## src/rtl/uart_comm_pkg.sv

```systemverilog
// uart_comm_pkg: message constants, parser states and the response byte ROM
package uart_comm_pkg;
  localparam logic [7:0] MSG_INFO_REQ = 8'h00;
  localparam logic [7:0] MSG_INVALID = 8'h01;
  localparam logic [7:0] MSG_PUSH_JOB = 8'h02;
  localparam logic [7:0] MSG_NONCE = 8'h03;
  localparam logic [7:0] MSG_ACK = 8'h04;
  localparam logic [7:0] PONG = 8'h01;
  localparam logic [7:0] MIN_LEN = 8'd8;
  localparam logic [7:0] MAX_LEN = 8'd60;
  localparam logic [95:0] INFO_PAYLOAD = 96'hDEADBEEF_13370D13_00000000;
  typedef enum logic [1:0] {IDLE, HDR, PAYLOAD, DISPATCH} parse_state_t;
  typedef enum logic [2:0] {RSP_PONG, RSP_INFO, RSP_INVALID, RSP_ACK, RSP_NONCE} rsp_t;
  function automatic logic [3:0] rsp_last(rsp_t k);
    return k == RSP_PONG ? 4'd0 : k == RSP_INFO ? 4'd15 : 4'd7;
  endfunction
  // Whole response laid out MSB-first, so byte i is the top byte after shifting by i bytes
  function automatic logic [7:0] rsp_byte(rsp_t k, logic [3:0] i, logic [31:0] n);
    logic [127:0] m;
    m = k == RSP_PONG ? {PONG, 120'h0} :
        k == RSP_INFO ? {8'h10, 24'h0, INFO_PAYLOAD} :
        {8'h08, 16'h0, k == RSP_ACK ? MSG_ACK : k == RSP_NONCE ? MSG_NONCE : MSG_INVALID,
         k == RSP_NONCE ? n : 32'h0, 64'h0};
    m = m << {i, 3'b000};
    return m[127:120];
  endfunction
endpackage

```

## src/rtl/uart_comm_serdes.sv

```systemverilog
// uart_serdes: 8N1 byte receiver and back-to-back byte transmitter
module uart_serdes #(
  parameter int CPB = 16
) (
  input  logic       clk,
  input  logic       rst,
  input  logic       rx_serial,
  output logic [7:0] rx_data,
  output logic       rx_valid,
  input  logic [7:0] tx_data,
  input  logic       tx_valid,
  output logic       tx_ready,
  output logic       tx_serial
);
  localparam int CW = $clog2(CPB);
  localparam logic [CW-1:0] HALF = CW'(CPB / 2 - 1);
  localparam logic [CW-1:0] FULL = CW'(CPB - 1);
  logic [2:0] rx_sync;
  logic rx_busy, tx_busy;
  logic [CW-1:0] rx_cnt, tx_cnt;
  logic [3:0] rx_bit, tx_bit;
  logic [7:0] rx_sh;
  logic [8:0] tx_sh;
  always_ff @(posedge clk)
    if (rst) begin
      rx_sync <= 3'b111;
      rx_busy <= 1'b0;
      rx_cnt <= '0;
      rx_bit <= '0;
      rx_sh <= '0;
      rx_data <= '0;
      rx_valid <= 1'b0;
    end else begin
      rx_sync <= {rx_sync[1:0], rx_serial};
      rx_valid <= 1'b0;
      if (!rx_busy) begin
        if (rx_sync[2] && !rx_sync[1]) begin
          rx_busy <= 1'b1;
          rx_cnt <= HALF;
          rx_bit <= '0;
        end
      end else if (rx_cnt != '0) rx_cnt <= rx_cnt - 1'b1;
      else begin
        rx_cnt <= FULL;
        rx_bit <= rx_bit + 4'd1;
        if (rx_bit == 4'd0) rx_busy <= !rx_sync[1];
        else if (rx_bit == 4'd9) begin
          rx_busy <= 1'b0;
          rx_valid <= rx_sync[1];
          rx_data <= rx_sh;
        end else rx_sh <= {rx_sync[1], rx_sh[7:1]};
      end
    end
  // Ready in the last cycle of the stop bit so the next byte follows with no idle gap
  assign tx_ready = !tx_busy || (tx_bit == 4'd9 && tx_cnt == '0);
  always_ff @(posedge clk)
    if (rst) begin
      tx_busy <= 1'b0;
      tx_serial <= 1'b1;
      tx_cnt <= '0;
      tx_bit <= '0;
      tx_sh <= '1;
    end else if (tx_valid && tx_ready) begin
      tx_busy <= 1'b1;
      tx_serial <= 1'b0;
      tx_sh <= {1'b1, tx_data};
      tx_cnt <= FULL;
      tx_bit <= '0;
    end else if (tx_busy) begin
      if (tx_cnt != '0) tx_cnt <= tx_cnt - 1'b1;
      else if (tx_bit == 4'd9) tx_busy <= 1'b0;
      else begin
        tx_serial <= tx_sh[0];
        tx_sh <= {1'b1, tx_sh[8:1]};
        tx_bit <= tx_bit + 4'd1;
        tx_cnt <= FULL;
      end
    end
endmodule

```

## src/rtl/uart_comm.sv

```systemverilog
// uart_comm: host command parser, job registers and response/nonce arbitration
module uart_comm
  import uart_comm_pkg::*;
#(
  parameter int baud_rate = 115200,
  parameter int sys_clk_freq = 100000000
) (
  input  logic         comm_clk,
  input  logic         reset,
  input  logic         rx_serial,
  output logic         tx_serial,
  input  logic         new_golden_nonce,
  input  logic [31:0]  golden_nonce,
  output logic         new_work,
  output logic [95:0]  work_data,
  output logic [31:0]  nonce_min,
  output logic [31:0]  nonce_max,
  output logic [255:0] midstate
);
  localparam int CPB = sys_clk_freq / baud_rate;
  logic [7:0] rx_data, tx_data, len, typ;
  logic rx_valid, tx_valid, tx_ready, tx_fire, tx_start;
  logic cmd_pend, nonce_pend, nonce_prev, snd_active;
  logic [5:0] cnt;
  logic [3:0] snd_idx;
  logic [31:0] nonce_val, snd_nonce;
  logic [447:0] payload, payload_next;
  parse_state_t state;
  rsp_t disp_kind, cmd_kind, snd_kind, cur_kind;
  uart_serdes #(.CPB(CPB)) u_serdes (
    .clk(comm_clk), .rst(reset), .rx_serial(rx_serial), .rx_data(rx_data), .rx_valid(rx_valid),
    .tx_data(tx_data), .tx_valid(tx_valid), .tx_ready(tx_ready), .tx_serial(tx_serial)
  );
  // Payload bytes 4..L-1 shift in from the top; for a full job byte k ends at bit (k-4)*8
  assign payload_next = {rx_data, payload[447:8]};
  always_ff @(posedge comm_clk)
    if (reset) begin
      state <= IDLE;
      len <= '0;
      typ <= '0;
      cnt <= '0;
      disp_kind <= RSP_PONG;
      payload <= '0;
      new_work <= 1'b0;
      work_data <= '0;
      nonce_min <= '0;
      nonce_max <= '0;
      midstate <= '0;
    end else begin
      new_work <= 1'b0;
      case (state)
        IDLE: if (rx_valid) begin
          len <= rx_data;
          cnt <= 6'd1;
          disp_kind <= rx_data == 8'd0 ? RSP_PONG : RSP_INVALID;
          state <= (rx_data < MIN_LEN || rx_data > MAX_LEN) ? DISPATCH : HDR;
        end
        HDR: if (rx_valid) begin
          cnt <= cnt + 6'd1;
          if (cnt == 6'd3) begin
            typ <= rx_data;
            state <= PAYLOAD;
          end
        end
        PAYLOAD: if (rx_valid) begin
          cnt <= cnt + 6'd1;
          payload <= payload_next;
          if ({2'b00, cnt} == len - 8'd1) begin
            state <= DISPATCH;
            disp_kind <= (typ == MSG_INFO_REQ && len == MIN_LEN) ? RSP_INFO :
                         (typ == MSG_PUSH_JOB && len == MAX_LEN) ? RSP_ACK : RSP_INVALID;
            if (typ == MSG_PUSH_JOB && len == MAX_LEN) begin
              new_work <= 1'b1;
              nonce_max <= payload_next[63:32];
              nonce_min <= payload_next[95:64];
              work_data <= payload_next[191:96];
              midstate <= payload_next[447:192];
            end
          end
        end
        DISPATCH: if (!cmd_pend) state <= IDLE;
        default: state <= IDLE;
      endcase
    end
  assign tx_valid = snd_active || cmd_pend || nonce_pend;
  assign cur_kind = snd_active ? snd_kind : cmd_pend ? cmd_kind : RSP_NONCE;
  assign tx_data = rsp_byte(cur_kind, snd_active ? snd_idx : 4'd0, snd_active ? snd_nonce : nonce_val);
  assign tx_fire = tx_valid && tx_ready;
  assign tx_start = tx_fire && !snd_active;
  // Not reset, so a nonce level held across reset is not reported again
  always_ff @(posedge comm_clk) nonce_prev <= new_golden_nonce;
  always_ff @(posedge comm_clk)
    if (reset) begin
      cmd_pend <= 1'b0;
      cmd_kind <= RSP_PONG;
      nonce_pend <= 1'b0;
      nonce_val <= '0;
      snd_active <= 1'b0;
      snd_kind <= RSP_PONG;
      snd_idx <= '0;
      snd_nonce <= '0;
    end else begin
      if (state == DISPATCH && !cmd_pend) begin
        cmd_pend <= 1'b1;
        cmd_kind <= disp_kind;
      end else if (tx_start && cmd_pend) cmd_pend <= 1'b0;
      if (new_golden_nonce && !nonce_prev) begin
        nonce_pend <= 1'b1;
        nonce_val <= golden_nonce;
      end else if (tx_start && !cmd_pend) nonce_pend <= 1'b0;
      if (tx_start) begin
        snd_active <= cur_kind != RSP_PONG;
        snd_kind <= cur_kind;
        snd_idx <= 4'd1;
        snd_nonce <= nonce_val;
      end else if (tx_fire) begin
        snd_idx <= snd_idx + 4'd1;
        if (snd_idx == rsp_last(snd_kind)) snd_active <= 1'b0;
      end
    end
endmodule

```

## config.mk

```make
export PLATFORM = sky130hd
export DESIGN_NAME = uart_comm
export DESIGN_NICKNAME = d
export VERILOG_FILES = /design/src/rtl/uart_comm_pkg.sv /design/src/rtl/uart_comm_serdes.sv /design/src/rtl/uart_comm.sv
export SDC_FILE = /design/constraint.sdc
export NUM_CORES = 2
export LEC_CHECK = 0
export CAP_MARGIN = 15
export CORE_MARGIN = 2
export CORE_UTILIZATION = 50
export DETAILED_ROUTE_END_ITERATION = 8
export HOLD_SLACK_MARGIN = 0.06
export PLACE_DENSITY = 0.84
export SYNTH_ARGS = -nofsm -noshare
export SYNTH_HDL_FRONTEND = slang
export SYNTH_HIERARCHICAL = 1
export SYNTH_SLANG_ARGS = --single-unit
```

## constraint.sdc

```tcl
create_clock -name comm_clk -period 3.9 [get_ports comm_clk]
set_input_delay 0.585 -clock comm_clk [delete_from_list [all_inputs] [get_ports comm_clk]]
set_output_delay 0.585 -clock comm_clk [all_outputs]
set_load 0.005 [all_outputs]
```

==> flow_metrics.env <==
export IMPL_wl_microns=99220
export IMPL_grt_pass1_wl_microns=157100
export IMPL_final_cell_mix="nand2_1 (1448), dfxtp_1 (987), a21oi_1 (522)"
export IMPL_hpwl_microns=63360
export IMPL_async_flop_share=0
export IMPL_setup_ws_ns=0.8457
export IMPL_area_delta_synth_final_pct=20.61
export IMPL_fp_dieH_microns=283.2
export IMPL_cp_max_fo=64
export IMPL_syn_num_nets=4564
export IMPL_fmax_mhz=327.4
export IMPL_yosysWarnings=6
export IMPL_nets=4816
export IMPL_vias=31450
export IMPL_syn_inst=4514
export IMPL_synth_area_leaders="dfxtp_1 (51%), nand2_1 (14%), mux2i_1 (12%)"
export IMPL_tritoncts="yes"
export IMPL_yosys_register_bits=987
export IMPL_antenna_left=0
export IMPL_p_per_area_nw_per_um2=449.9
export IMPL_insertion_delay_ns=0.67
export IMPL_ir_drop_v=0.0003702
export IMPL_rsz0062_at_grt="false"
export IMPL_r2r_end="midstate[82]"
export IMPL_slew_headroom=0.2958
export IMPL_synth_flop_cell="dfxtp_1"
export IMPL_endpoint="midstate[82]"
export IMPL_synth_area_sq_um=38980
export IMPL_drv_slew=0
export IMPL_place_congestion=0.8634
export IMPL_ys_types=78
export IMPL_synth_top_area_cell="dfxtp_1"
export IMPL_ios=454
export IMPL_port_buffers=453
export IMPL_r2r_start="len[0]"
export IMPL_htree_levels=3
export IMPL_dieArea_sq_um=80200
export IMPL_r2r_slack_ns=0.85
export IMPL_postSynthAreaPerCell_sq_um=8.634
export IMPL_yosysSeqAreaShare=0.5070
export IMPL_dieWidth_microns=283.2
export IMPL_cp_required_ns=4.48
export IMPL_cp_startpoint="len[0]"
export IMPL_first_global_vias=29750
export IMPL_via_per_inst=5.342
export IMPL_synth_top_area_frac=0.5070
export IMPL_hold_slack_ns=0.4231
export IMPL_rows=102
export IMPL_clk_path_buf_depth=3
export IMPL_post_route_drc_count=0
export IMPL_ff2ff_path_depth=10
export IMPL_post_cts_buffers=0
export IMPL_design_area_sq_um=47010
export IMPL_cts_inserted_buffers=99
export IMPL_track_usage=0.2360
export IMPL_finalSetupViolCount=0
export IMPL_cts_resized=0
export IMPL_post_route_period_util=0.7832
export IMPL_grt_overflow=0
export IMPL_cp_start_kind="flop"
export IMPL_synth_edff_count=0
export IMPL_min_period_ns=3.054
export IMPL_place_ws_ns=0.8573
export IMPL_leakagePower_nw=14.82
export IMPL_hold_viol_final=0
export IMPL_min_path_type="flop to flop"
export IMPL_cts_hold_buf=0
export IMPL_finalSetupTns_ns=0
export IMPL_grt_max_degree=253
export IMPL_clock_skew_ns=0.04103
export IMPL_root_buffer="clkbuf_16"
export IMPL_worst_pin_slew_ns=1.052
export IMPL_start_util=0.5040
export IMPL_n_antenna_cell=0
export IMPL_crit_path_end_kind="flop"
export IMPL_outcome="finished, final reports clean"
export IMPL_routedWlPerCell_microns=16.85
export IMPL_drt_iter0_drc=2733
export IMPL_cts_clk_slew_worst_paths_ns=0.06
export IMPL_dpl_cell_area_sq_um=43570
export IMPL_antenna_found_initial=1
export IMPL_dr_pass1_iters=6
export IMPL_mostFrequentLayoutCell="nand2_1"
export IMPL_drive_gt1_frac=0.04889
export IMPL_design_core_area_sq_um=77340
export IMPL_cts_num_sinks=987
export IMPL_cap_violations=0
export IMPL_worstSetupPathType="flop to flop"
export IMPL_worstPathArrival_ns=3.64
worst max-delay path, stage by stage, from the launching register on:
cell	delay, ns
dfxtp_1	0.34
inv_1	0.07
ha_1	0.23
or3b_1	0.41
o31a_1	0.29
nor4_4	0.19
o211ai_2	0.19
nor2_4	0.17
buf_4	0.31
buf_12	0.42
mux2i_1	0.27
cells in the mapped netlist (4+ instances only):
library cell  instances
nand2_1            1449
dfxtp_1             987
a21oi_1             522
mux2i_1             458
nand2b_1            391
clkbuf_1            271
nor2_1               85
buf_8                30
nand3_1              27
inv_1                25
nor3_1               23
o21ai_0              21
ha_1                 14
buf_1                13
buf_4                13
a311oi_1             10
a211oi_1              9
nor2b_1               8
xor2_1                8
buf_2                 7
nand4_1               7
o211ai_1              7
or2_2                 7
or3_1                 7
a31oi_1               6
nor4_1                6
o21a_1                6
nor3b_1               5
a2bb2oi_1             4
mux4_2                4
o22ai_1               4
o31ai_1               4
or3b_2                4
xnor2_1               4
sequential cells by signal, indices dropped and copies added, names as in the netlist, 2 cells and up:
name	flops
cmd_kind	2
cnt	6
disp_kind	2
len	8
midstate	256
nonce_max	32
nonce_min	32
nonce_val	32
payload	408
snd_idx	4
snd_kind	3
snd_nonce	32
state	2
typ	8
u_serdes/rx_bit	4
u_serdes/rx_cnt	10
u_serdes/rx_data	8
u_serdes/rx_sh	8
u_serdes/rx_sync	3
u_serdes/tx_bit	4
u_serdes/tx_cnt	10
u_serdes/tx_sh	8
work_data	96
layout make-up:
class / instances / area (sq um)
clock buffers: 143 / 2884
clock inverters: 40 / 538.0
fillers: 6351 / 30330
inverters: 25 / 101.3
multi-input cells: 3162 / 17410
flip-flops and latches: 987 / 19760
well taps: 1040 / 1301
repair buffers: 491 / 5020
worst min path at each step:
stage          cells after the start  slack (ns)             endpoint           startpoint
2_1_floorplan                      1        0.39  u_serdes/rx_sync[1]  u_serdes/rx_sync[0]
3_3_place_gp                       2        0.44        midstate[157]        midstate[157]
3_5_place_dp                       1        0.45  u_serdes/rx_sync[1]  u_serdes/rx_sync[0]
4_1_cts                            2        0.41        snd_nonce[22]        nonce_val[22]
5_1_grt                            1        0.44           nonce_prev     new_golden_nonce
6_report                           2        0.42        snd_nonce[22]        nonce_val[22]
cell families after synthesis:
logic type / Yosys count / share of synthesized area
xor gates and xnor gates: 12 / 0.002697
AOI/OAI and AO/OA: 625 / 0.08735
adders and majority gates: 14 / 0.004494
DFF: 987 / 0.5070
buffers and inverters: 365 / 0.04713
and+or+nand+nor: 2048 / 0.2312
muxes: 463 / 0.1202
metrics by stage:
step	power, mW	util	cells
2_1_floorplan	11.33	-	4514
3_3_place_gp	11.52	0.5634	5704
3_5_place_dp	11.55	0.5634	5704
4_1_cts	21.28	0.6076	5887
5_1_grt	21.83	0.6078	5888
6_report	21.15	0.6078	5888
report_power, final:
part	total (mW)	internal, mW	switching, mW
registers	10.3	10.2	0.118
logic	1.04	0.370	0.668
clock network	9.80	5.72	4.08
total	21.1	16.3	4.87
per-layer routing:
| metal | vias to the layer above | global-route usage | part of all wire | routed length [microns] |
|---|---|---|---|---|
| met2 | 1002 | 0.3878 | 0.47 | 46480 |
| met4 | 2 | 0.1063 | 0.043 | 4225 |
| li1 | 15260 | - | - | - |
| met1 | 14970 | 0.3003 | 0.43 | 42200 |
| met3 | 221 | 0.04630 | 0.063 | 6299 |
| met5 | - | 0 | 0.00013 | 13 |
No activity file was read; power rests on OpenSTA's default activity.
